[src/rtl/hit_receiver.sv]
// Victim-side hit receiver: edge-detects the attack bus, accumulates damage,
// launches a signed knockback vector and sequences hitstun then invulnerability.
module hit_receiver #(
  parameter logic [23:0] TICK_DIV      = 24'd833333,
  parameter logic [7:0]  HITSTUN_TICKS = 8'd20,
  parameter logic [7:0]  INVULN_TICKS  = 8'd30,
  parameter logic [9:0]  DMG_MAX       = 10'd999
) (
  input  logic        clock,
  input  logic        reset,
  input  logic [31:0] attack,
  input  logic [31:0] attackerpos,
  input  logic [31:0] victimpos,
  input  logic        clear_damage,
  output logic [9:0]  damage,
  output logic [31:0] knockback,
  output logic        hitstun,
  output logic        invulnerable,
  output logic [3:0]  hit_type,
  output logic        hit_pulse,
  output logic [1:0]  dbg_state
);

  typedef enum logic [1:0] {
    IDLE    = 2'd0,
    HITSTUN = 2'd1,
    INVULN  = 2'd2
  } state_e;

  state_e             state_q, state_d;
  logic               prev_hit_q;
  logic [23:0]        tick_cnt_q, tick_cnt_d;
  logic [7:0]         remaining_q, remaining_d;
  logic [9:0]         damage_q, damage_d;
  logic signed [15:0] vx_q, vx_d, vy_q, vy_d;
  logic [3:0]         hit_type_q, hit_type_d;
  logic               hit_pulse_q, hit_pulse_d;

  logic [3:0]         hit_idx;
  logic               tick, accept;
  logic [9:0]         dmg_base, dmg_new;
  logic [10:0]        dmg_sum, mag_sum;
  logic [6:0]         mag;
  logic signed [15:0] mag_s, half_s;
  logic               unused_bits;

  assign unused_bits = ^{attack[31:11], attackerpos[15:0], victimpos[15:0]};

  function automatic logic [4:0] dmg_of(input logic [3:0] idx);
    case (idx)
      4'd1:    dmg_of = 5'd15;
      4'd2:    dmg_of = 5'd14;
      4'd3:    dmg_of = 5'd16;
      4'd4:    dmg_of = 5'd16;
      4'd5:    dmg_of = 5'd3;
      4'd6:    dmg_of = 5'd8;
      4'd7:    dmg_of = 5'd10;
      4'd8:    dmg_of = 5'd9;
      4'd9:    dmg_of = 5'd9;
      4'd10:   dmg_of = 5'd7;
      default: dmg_of = 5'd0;
    endcase
  endfunction

  function automatic logic [6:0] kb_of(input logic [3:0] idx);
    if (idx >= 4'd1 && idx <= 4'd4) kb_of = 7'd8;
    else if (idx == 4'd5)           kb_of = 7'd1;
    else                            kb_of = 7'd4;
  endfunction

  // One frame tick of friction: magnitude shrinks by one, sign is preserved.
  function automatic logic signed [15:0] decay(input logic signed [15:0] v);
    if (v > 16'sd0)      decay = v - 16'sd1;
    else if (v < 16'sd0) decay = v + 16'sd1;
    else                 decay = v;
  endfunction

  // Lowest set type bit wins when several are asserted together.
  always_comb begin
    hit_idx = 4'd0;
    for (int i = 10; i >= 1; i--)
      if (attack[i]) hit_idx = 4'(i);
  end

  assign tick   = (tick_cnt_q == TICK_DIV - 24'd1);
  assign accept = attack[0] & ~prev_hit_q & (hit_idx != 4'd0) & (state_q == IDLE);

  // A stock loss in the same cycle as a hit clears first, then adds the hit.
  assign dmg_base = clear_damage ? 10'd0 : damage_q;
  assign dmg_sum  = {1'b0, dmg_base} + {6'd0, dmg_of(hit_idx)};
  assign dmg_new  = (dmg_sum > {1'b0, DMG_MAX}) ? DMG_MAX : dmg_sum[9:0];
  assign mag_sum  = {4'd0, kb_of(hit_idx)} + {5'd0, dmg_new[9:4]};
  assign mag      = (mag_sum > 11'd127) ? 7'd127 : mag_sum[6:0];
  assign mag_s    = $signed({9'd0, mag});
  assign half_s   = $signed({10'd0, mag[6:1]});

  always_comb begin
    state_d     = state_q;
    tick_cnt_d  = tick ? 24'd0 : tick_cnt_q + 24'd1;
    remaining_d = remaining_q;
    damage_d    = clear_damage ? 10'd0 : damage_q;
    vx_d        = vx_q;
    vy_d        = vy_q;
    hit_type_d  = hit_type_q;
    hit_pulse_d = 1'b0;

    case (state_q)
      IDLE: begin
        if (accept) begin
          damage_d    = dmg_new;
          hit_type_d  = hit_idx;
          hit_pulse_d = 1'b1;
          state_d     = HITSTUN;
          tick_cnt_d  = 24'd0;
          remaining_d = HITSTUN_TICKS;
          case (hit_idx)
            4'd1, 4'd6: begin vx_d = 16'sd0; vy_d = mag_s;  end
            4'd2, 4'd7: begin vx_d = 16'sd0; vy_d = -mag_s; end
            4'd3, 4'd8: begin vx_d = -mag_s; vy_d = 16'sd0; end
            4'd4, 4'd9: begin vx_d = mag_s;  vy_d = 16'sd0; end
            default: begin
              vx_d = (victimpos[31:16] >= attackerpos[31:16]) ? mag_s : -mag_s;
              vy_d = half_s;
            end
          endcase
        end
      end
      HITSTUN: begin
        if (tick) begin
          if (remaining_q <= 8'd1) begin
            vx_d        = 16'sd0;
            vy_d        = 16'sd0;
            state_d     = INVULN;
            remaining_d = INVULN_TICKS;
          end else begin
            remaining_d = remaining_q - 8'd1;
            vx_d        = decay(vx_q);
            vy_d        = decay(vy_q);
          end
        end
      end
      INVULN: begin
        if (tick) begin
          if (remaining_q <= 8'd1) begin
            state_d     = IDLE;
            remaining_d = 8'd0;
          end else begin
            remaining_d = remaining_q - 8'd1;
          end
        end
      end
      default: state_d = IDLE;
    endcase
  end

  always_ff @(posedge clock) begin
    if (reset) begin
      state_q     <= IDLE;
      prev_hit_q  <= 1'b0;
      tick_cnt_q  <= 24'd0;
      remaining_q <= 8'd0;
      damage_q    <= 10'd0;
      vx_q        <= 16'sd0;
      vy_q        <= 16'sd0;
      hit_type_q  <= 4'd0;
      hit_pulse_q <= 1'b0;
    end else begin
      state_q     <= state_d;
      prev_hit_q  <= attack[0];
      tick_cnt_q  <= tick_cnt_d;
      remaining_q <= remaining_d;
      damage_q    <= damage_d;
      vx_q        <= vx_d;
      vy_q        <= vy_d;
      hit_type_q  <= hit_type_d;
      hit_pulse_q <= hit_pulse_d;
    end
  end

  assign damage       = damage_q;
  assign knockback    = {vx_q, vy_q};
  assign hitstun      = (state_q == HITSTUN);
  assign invulnerable = (state_q != IDLE);
  assign hit_type     = hit_type_q;
  assign hit_pulse    = hit_pulse_q;
  assign dbg_state    = state_q;

endmodule

[config.mk]
export PLATFORM = sky130hd
export DESIGN_NAME = hit_receiver
export DESIGN_NICKNAME = d
export VERILOG_FILES = /design/src/rtl/hit_receiver.sv
export SDC_FILE = /design/constraint.sdc
export NUM_CORES = 1
export LEC_CHECK = 0
export BUFFER_PORTS_ARGS = -buffer_cell sky130_fd_sc_hd__buf_2
export CAP_MARGIN = 15
export CORE_ASPECT_RATIO = 0.7
export CORE_MARGIN = 2
export CORE_UTILIZATION = 56
export DETAILED_ROUTE_END_ITERATION = 16
export HOLD_SLACK_MARGIN = 0.1
export PLACE_DENSITY = 0.89
export SLEW_MARGIN = 5
export SYNTH_ARGS = -nofsm -noshare
export SYNTH_HDL_FRONTEND = slang
export SYNTH_SLANG_ARGS = --single-unit
[constraint.sdc]
create_clock -name clock -period 7.2 [get_ports clock]
set_clock_uncertainty 0.05 [all_clocks]
set_input_delay 1.08 -clock clock [delete_from_list [all_inputs] [get_ports clock]]
set_output_delay 1.08 -clock clock [all_outputs]
set_load 0.03 [all_outputs]
After elaboration in Yosys (flattened, before gate mapping)
Memory sizes are Yosys's and may differ from the RTL's.
Cells that the tools add are included.
Storage, ports and cells
  flip-flop bits (word level): 82
  ROM bits: 80
  input bits: 99
  memories kept: 1
Cells by class
  add/sub/neg operators: 9
  $lt $le $gt $ge: 10
  equal/unequal tests: 19
  multiplexer cells: 48
  bitwise gates (word level): 5
  reduce and logical (&&, ||, !) cells: 18
Memory list
  (no name shown): words 16, width 5, read ports 1, clocked after Yosys merged registers in 0, write ports 0, line 50  | case (idx)
Operators by type and width (count)
  16-bit two-way mux: 11
  16-bit one-hot mux with 3 select lines: 2
  24-bit two-way mux: 3
  16-bit one-hot mux with 2 select lines: 2
  4-bit two-way mux: 11
  10-bit two-way mux: 4
  8-bit two-way mux: 5
  16-bit by 2-bit adder with 16-bit output (second input constant): 2
  16-bit by 1-bit > comparator with 1-bit output (second input constant): 2
  16-bit by 1-bit < comparator with 1-bit output (second input constant): 2
  16-bit by 2-bit subtractor with 16-bit output (second input constant): 2
  24-bit by 1-bit adder with 24-bit output (second input constant): 1
  24-bit by 20-bit == test with 1-bit output (second input constant): 1
  8-bit one-hot mux with 3 select lines: 1
  4-bit by 3-bit == test with 1-bit output (second input constant): 4
  16-bit greater-or-equal comparator: 1
  7-bit negation with 16-bit output: 1
  4-bit AND reduction: 3
  10-bit by 5-bit adder with 11-bit output: 1
  11-bit by 10-bit > comparator with 1-bit output (second input constant): 1
  2-bit two-way mux: 5
  2-bit OR reduction: 5
  7-bit by 6-bit adder with 8-bit output: 1
  4-bit by 2-bit == test with 1-bit output (second input constant): 2
  26 further kinds: 36

Depth between registers and ports, before layout
An unclocked memory read counts as a cell.
  depth in word-level cells: 22
  depth in mapped cells: 32
  depth with buffers taken out: 32

Worst setup path before layout
No wires, ideal clock.
  kind: in2reg
  start point: input port attack[8]
  end point: register vx_q[6]
  setup time: 0.132 ns
  arrival time: 6.396 ns
  required time: 7.018 ns
  setup slack: 0.622 ns
  cell stages on the path: 30
  buffers on the path: 0
  cell sequence: inv_1 > a21oi_1 > nor2_1 > nor2_1 > nor2_1 > nor2_1 > nor2_1 > nor2_1 > inv_1 > ha_1 > or2_2 > ha_1 > fa_1 > a211oi_1 > o21bai_1 > nand2_1 > xor2_1 > o31a_1 > and2_1 > ha_1 > ha_1 > a21o_1 > a21oi_1 > xnor2_1 > and2_1 > and3_1 > ha_1 > mux2_2 > a211oi_1 > nor3_1
Between the ends
  longest elaborated chain between the ends: 20
  elaborated cells between the ends (all ways): 42
  those cells by class: add/sub: 3; order compare: 4; eq/ne: 10; mux: 16; bitwise: 2; reduce/logical: 6; memory: 1
RTL lines
  start, declared: line 11  | input logic [31:0] attack,
  4-bit two-way mux (*) (8 in a row): line 82  | if (attack[i]) hit_idx = 4'(i);
  named net hit_idx[0]: line 39  | logic [3:0] hit_idx;
  memory 16 x 5 bit
  10-bit by 5-bit adder with 11-bit output: line 90  | assign dmg_sum = {1'b0, dmg_base} + {6'd0, dmg_of(hit_idx)};
  11-bit by 10-bit > comparator with 1-bit output: line 91  | assign dmg_new = (dmg_sum > {1'b0, DMG_MAX}) ? DMG_MAX : dmg_sum[9:0];
  10-bit two-way mux: line 91
  7-bit by 6-bit adder with 8-bit output: line 92  | assign mag_sum = {4'd0, kb_of(hit_idx)} + {5'd0, dmg_new[9:4]};
  8-bit by 7-bit > comparator with 1-bit output: line 93  | assign mag = (mag_sum > 11'd127) ? 7'd127 : mag_sum[6:0];
  7-bit two-way mux: line 93
  7-bit negation with 16-bit output: line 119, 122
  16-bit two-way mux: line 122  | vx_d = (victimpos[31:16] >= attackerpos[31:16]) ? mag_s : -mag_s;
  16-bit one-hot mux with 3 select lines: line 116  | case (hit_idx)
  16-bit two-way mux: line 109  | if (accept) begin
  16-bit one-hot mux with 2 select lines: line 107  | case (state_q)
  end signal, assigned: line 173  | vx_q <= vx_d;
  end, declared: line 35  | logic signed [15:0] vx_q, vx_d, vy_q, vy_d;
Mark *: on every way through the listed nets, which the timed path passes. The rest lies on a longest branch. The select of a mux whose other input is x is not followed.
A chain may end at the register's enable or synchronous reset.

Worst setup path after layout
Same ends and word-level chain as after synthesis.

==> metrics.md <==
| Metric | Value |
|---|---|
| Outcome | complete, no violations |
| Initial antenna violation count | 0 |
| Area growth syn-to-layout | 14.1% |
| Max-cap violation count | 0 |
| Most used DFF post-synth | dfxtp_1 |
| N_diodes | 0 |
| Die footprint | 12,800 um2 |
| DRC Markers | 0 |
| RR Endpoint | vx_q[6]$_SDFFE_PP0P_ |
| Max VDD drop | 353 uV |
| Internal power | 0.00188 W |
| Post-synth net total | 1,018 |
| Placer's final routability congestion estimate | 0.983 |
| Sequential-to-total area share from yosys stat | 24.7% |
| Starting Density | 57.1% |
| Critical Path Source Type | input port |
| Syn_area_per_cell | 7.84 um2 |
| Post-layout minimum cycle time | 6.60 ns |
| Setup slack, reg-to-reg | 2.37 ns |
| Remaining Overflow, GRT | 0 |
| Synthesis Warnings | 0 |
| Fin crit share | 91.6% |
| Share of the synthesized area in the top cell type | 24.7% |
| Nets@finish | 1,114 |
| Slew Limit Fails | 0 |
| CP Max Fanout | 8 |
| Setup-failing EPs final | 0 |
| Class of the worst hold path | reg -> reg |
| CTS Hold Bufs | 0 |
| Vias in the first global route | 5,879 |
| Post-synth EDFFs | 0 |
| Ratio of cells with drive above 1 in the final layout | 15.9% |
| Combinational share of power | 69.4% |
| Clock root cell | clkbuf_16 |
| Syn Std Cell Area | 6650 um2 |
| Slew of the pin with the lowest slew margin | 0.912 ns |
| Max stage delay cell, worst path | fa_1 |
| Post-synth top area cell | dfxtp_1 |
| Sw Ratio | 50.5% |
| DRT Wirelength | 16.8 mm |
| FF-to-FF path depth | 21 |
| Seq cells post-synth | 82 |
| Util after Layout | 65.2% |
| I/O pins | 150 |
| Pin count of the biggest net entering global routing | 57 |
| Syn Inst Count | 848 |
| Clock sinks | 82 |
| Final Hold Viols | 0 |
| DP Wirelength | 12.4 mm |
| Seq pwr share | 19.1% |
| Min-delay src | hit_type[2]$_SDFFE_PP0P_ |
| WHS Path Cells | 2 |
| Critical Path RT | 7.36 ns |
| WHS Endpoint | hit_type[2]$_SDFFE_PP0P_ |
| Core area | 11,600 um2 |
| H-tree depth | 3 |
| Critical Path End Type | register |
| CP peak stage delay | 0.44 ns |
| RSZ-0062 raised after global routing | false |
| Main area contributors after synthesis | dfxtp_1 25%, ha_1 13%, nor2_1 6.4% |
| DRT iter0 DRCs | 476 |
| Die H | 95.2 um |
| Die W | 134 um |
| Most frequent cell after synthesis | nor2_1 |
| Worst skew pair latency | 0.35 ns |
| Crit path DAT | 6.75 ns |
| DR pass1 iterations | 5 |
| Lkg Pwr | 3.28 nW |
| Synth async-reset ratio | 0% |
| Synth cell types | 75 |
| WL/cell | 15.2 um |
| Commonest cells in the netlist | 114 x nor2_1, 82 x dfxtp_1, 68 x ha_1 |
| Worst reg2reg path startpoint | damage[0]$_SDFF_PP0_ |
| Total CTS buffers | 9 |
| Clock edge transition at the registers on the reported setup and hold paths | 0.06 ns |
| CP dominant cell by count | nor2_1 |
| PortBufs | 96 |
| Vias | 6,550 |
| First-pass GRT wire length | 27.8 mm |
| Setup TNS Final | 0 ns |
| Sw power | 0.00192 W |
| Fmax achieved | 152 MHz |
| Max clock buf depth | 2 |
| Slew headroom | 39.2% |
| WS Path Type | in -> reg |
| Clock group share of total power | 11.5% |
| Row Count | 33 |
| Final ANT Viol Nets | 0 |
| GRT Overall Usage | 26.5% |
| CTS tree | done |
| Via density | 5.92 |
| Pwr Density | 500 nW/um2 |
## repair_timing
item,CTS,global route
endpoints found under the hold margin,0,0
setup endpoints to repair,0,1
resized for setup,0,2
setup buffers,0,0
## worst max-delay path: cells and delay by family
| kind | cells | cell delay, ns |
|---|---|---|
| xor+xnor | 2 | 0.19 |
| simple gates | 12 | 1.55 |
| compound gates | 9 | 1.94 |
| fa+ha+maj | 6 | 1.70 |
| buf+inv | 3 | 0.27 |
## cells by family (layout without fill, tap and decap cells)
family | Yosys count | count (layout) | share of synthesized area, %
AND/OR/NAND/NOR | 312 | 312 | 22.7
buffers and inverters | 71 | 172 | 4.59
XOR/XNOR | 62 | 62 | 8.17
multiplexers | 6 | 6 | 0.941
adder cells (fa/ha/maj) | 71 | 71 | 13.7
AO/OA/AOI/OAI | 244 | 244 | 25.2
flip-flops | 82 | 82 | 24.7
## per-layer routing
metal / wire length [um] / up-vias / track usage (%) / share of wire (%)
met2: 7560 / 213 / 43.9 / 45
met3: 1040 / 25 / 4.52 / 6.2
met5: 0 / - / 0 / 0
li1: - / 3284 / - / -
met1: 8020 / 3028 / 36.2 / 48
met4: 192 / 0 / 6.58 / 1.1
## metrics by stage
stage               cell area (um2)  setup WS (ns)  instances  power (W)  hold slack (ns)
detailed placement             7300          0.248       1090    0.00331            0.402
finish                         7590          0.605       1106    0.00380            0.407
floorplan                      6650          0.622        848    0.00278            0.403
global route                   7590         0.0331       1106    0.00413            0.431
global placement               7300          0.325       1090    0.00324            0.390
CTS                            7580          0.598       1106    0.00377            0.411
## power by group through the flow
stage	clock (W)	sequential, W	combinational, W
2_1_floorplan	0	0.000888	0.00189
3_3_place_gp	0	0.000725	0.00252
3_5_place_dp	0	0.000728	0.00258
4_1_cts	0.000441	0.000719	0.00261
5_1_grt	0.000463	0.000742	0.00293
6_report	0.000438	0.000724	0.00263
## cells in the final DEF (no fill, tap or decap), types with 3 or more instances in the layout
master     Yosys  layout
a2111oi_0      5       5
a211oi_1      35      35
a21o_1        20      20
a21oi_1       58      57
a21oi_2        2       3
a22oi_1        9       9
a311oi_1      11      11
a31oi_1        7       7
and2_1        10      10
and3_1        12      12
buf_2          6      96
buf_4          0      14
clkbuf_16      0       9
clkinv_4       0       3
dfxtp_1       82      82
fa_1           3       3
ha_1          68      68
inv_1         45      45
mux2i_1        4       4
nand2_1       62      62
nand2b_1       4       4
nand3_1       23      23
nand4_1       10      10
nor2_1       114     114
nor2b_1       13      13
nor3_1        23      23
nor3b_1        4       3
nor4_1        10      10
o211ai_1       3       3
o21a_1         9       9
o21ai_0       37      37
o21bai_1       7       7
o22ai_1        8       8
o31ai_1        6       6
or3_1          9       9
xnor2_1       28      28
xor2_1        34      34
## state kept, by name, summed over array words and instances, names as in the netlist
signal,count
remaining_q,8
hit_type,4
dbg_state,2
prev_hit_q,1
vy_q,16
vx_q,16
hit_pulse,1
tick_cnt_q,24
damage,10
## cell type report
type | instances | area [um2]
sequential | 82 | 1640
clock inverter | 7 | 55.1
fill | 1015 | 4060
tap | 157 | 196
multi-input combinational | 695 | 4710
clock buffer | 9 | 225
inverter | 46 | 173
timing repair buffer | 110 | 586
## how the worst max path moves through the flow
stage | start | endpoint | cells past startpoint
finish | attack[8] | vx_q[6]$_SDFFE_PP0P_ | 32
global route | attack[8] | vx_q[6]$_SDFFE_PP0P_ | 32
CTS | attack[8] | vx_q[6]$_SDFFE_PP0P_ | 32
detailed placement | attack[8] | vx_q[6]$_SDFFE_PP0P_ | 32
global placement | attack[8] | vx_q[6]$_SDFFE_PP0P_ | 32
floorplan | attack[8] | vx_q[6]$_SDFFE_PP0P_ | 30
Note: power is estimated with default switching activity, not from simulation.
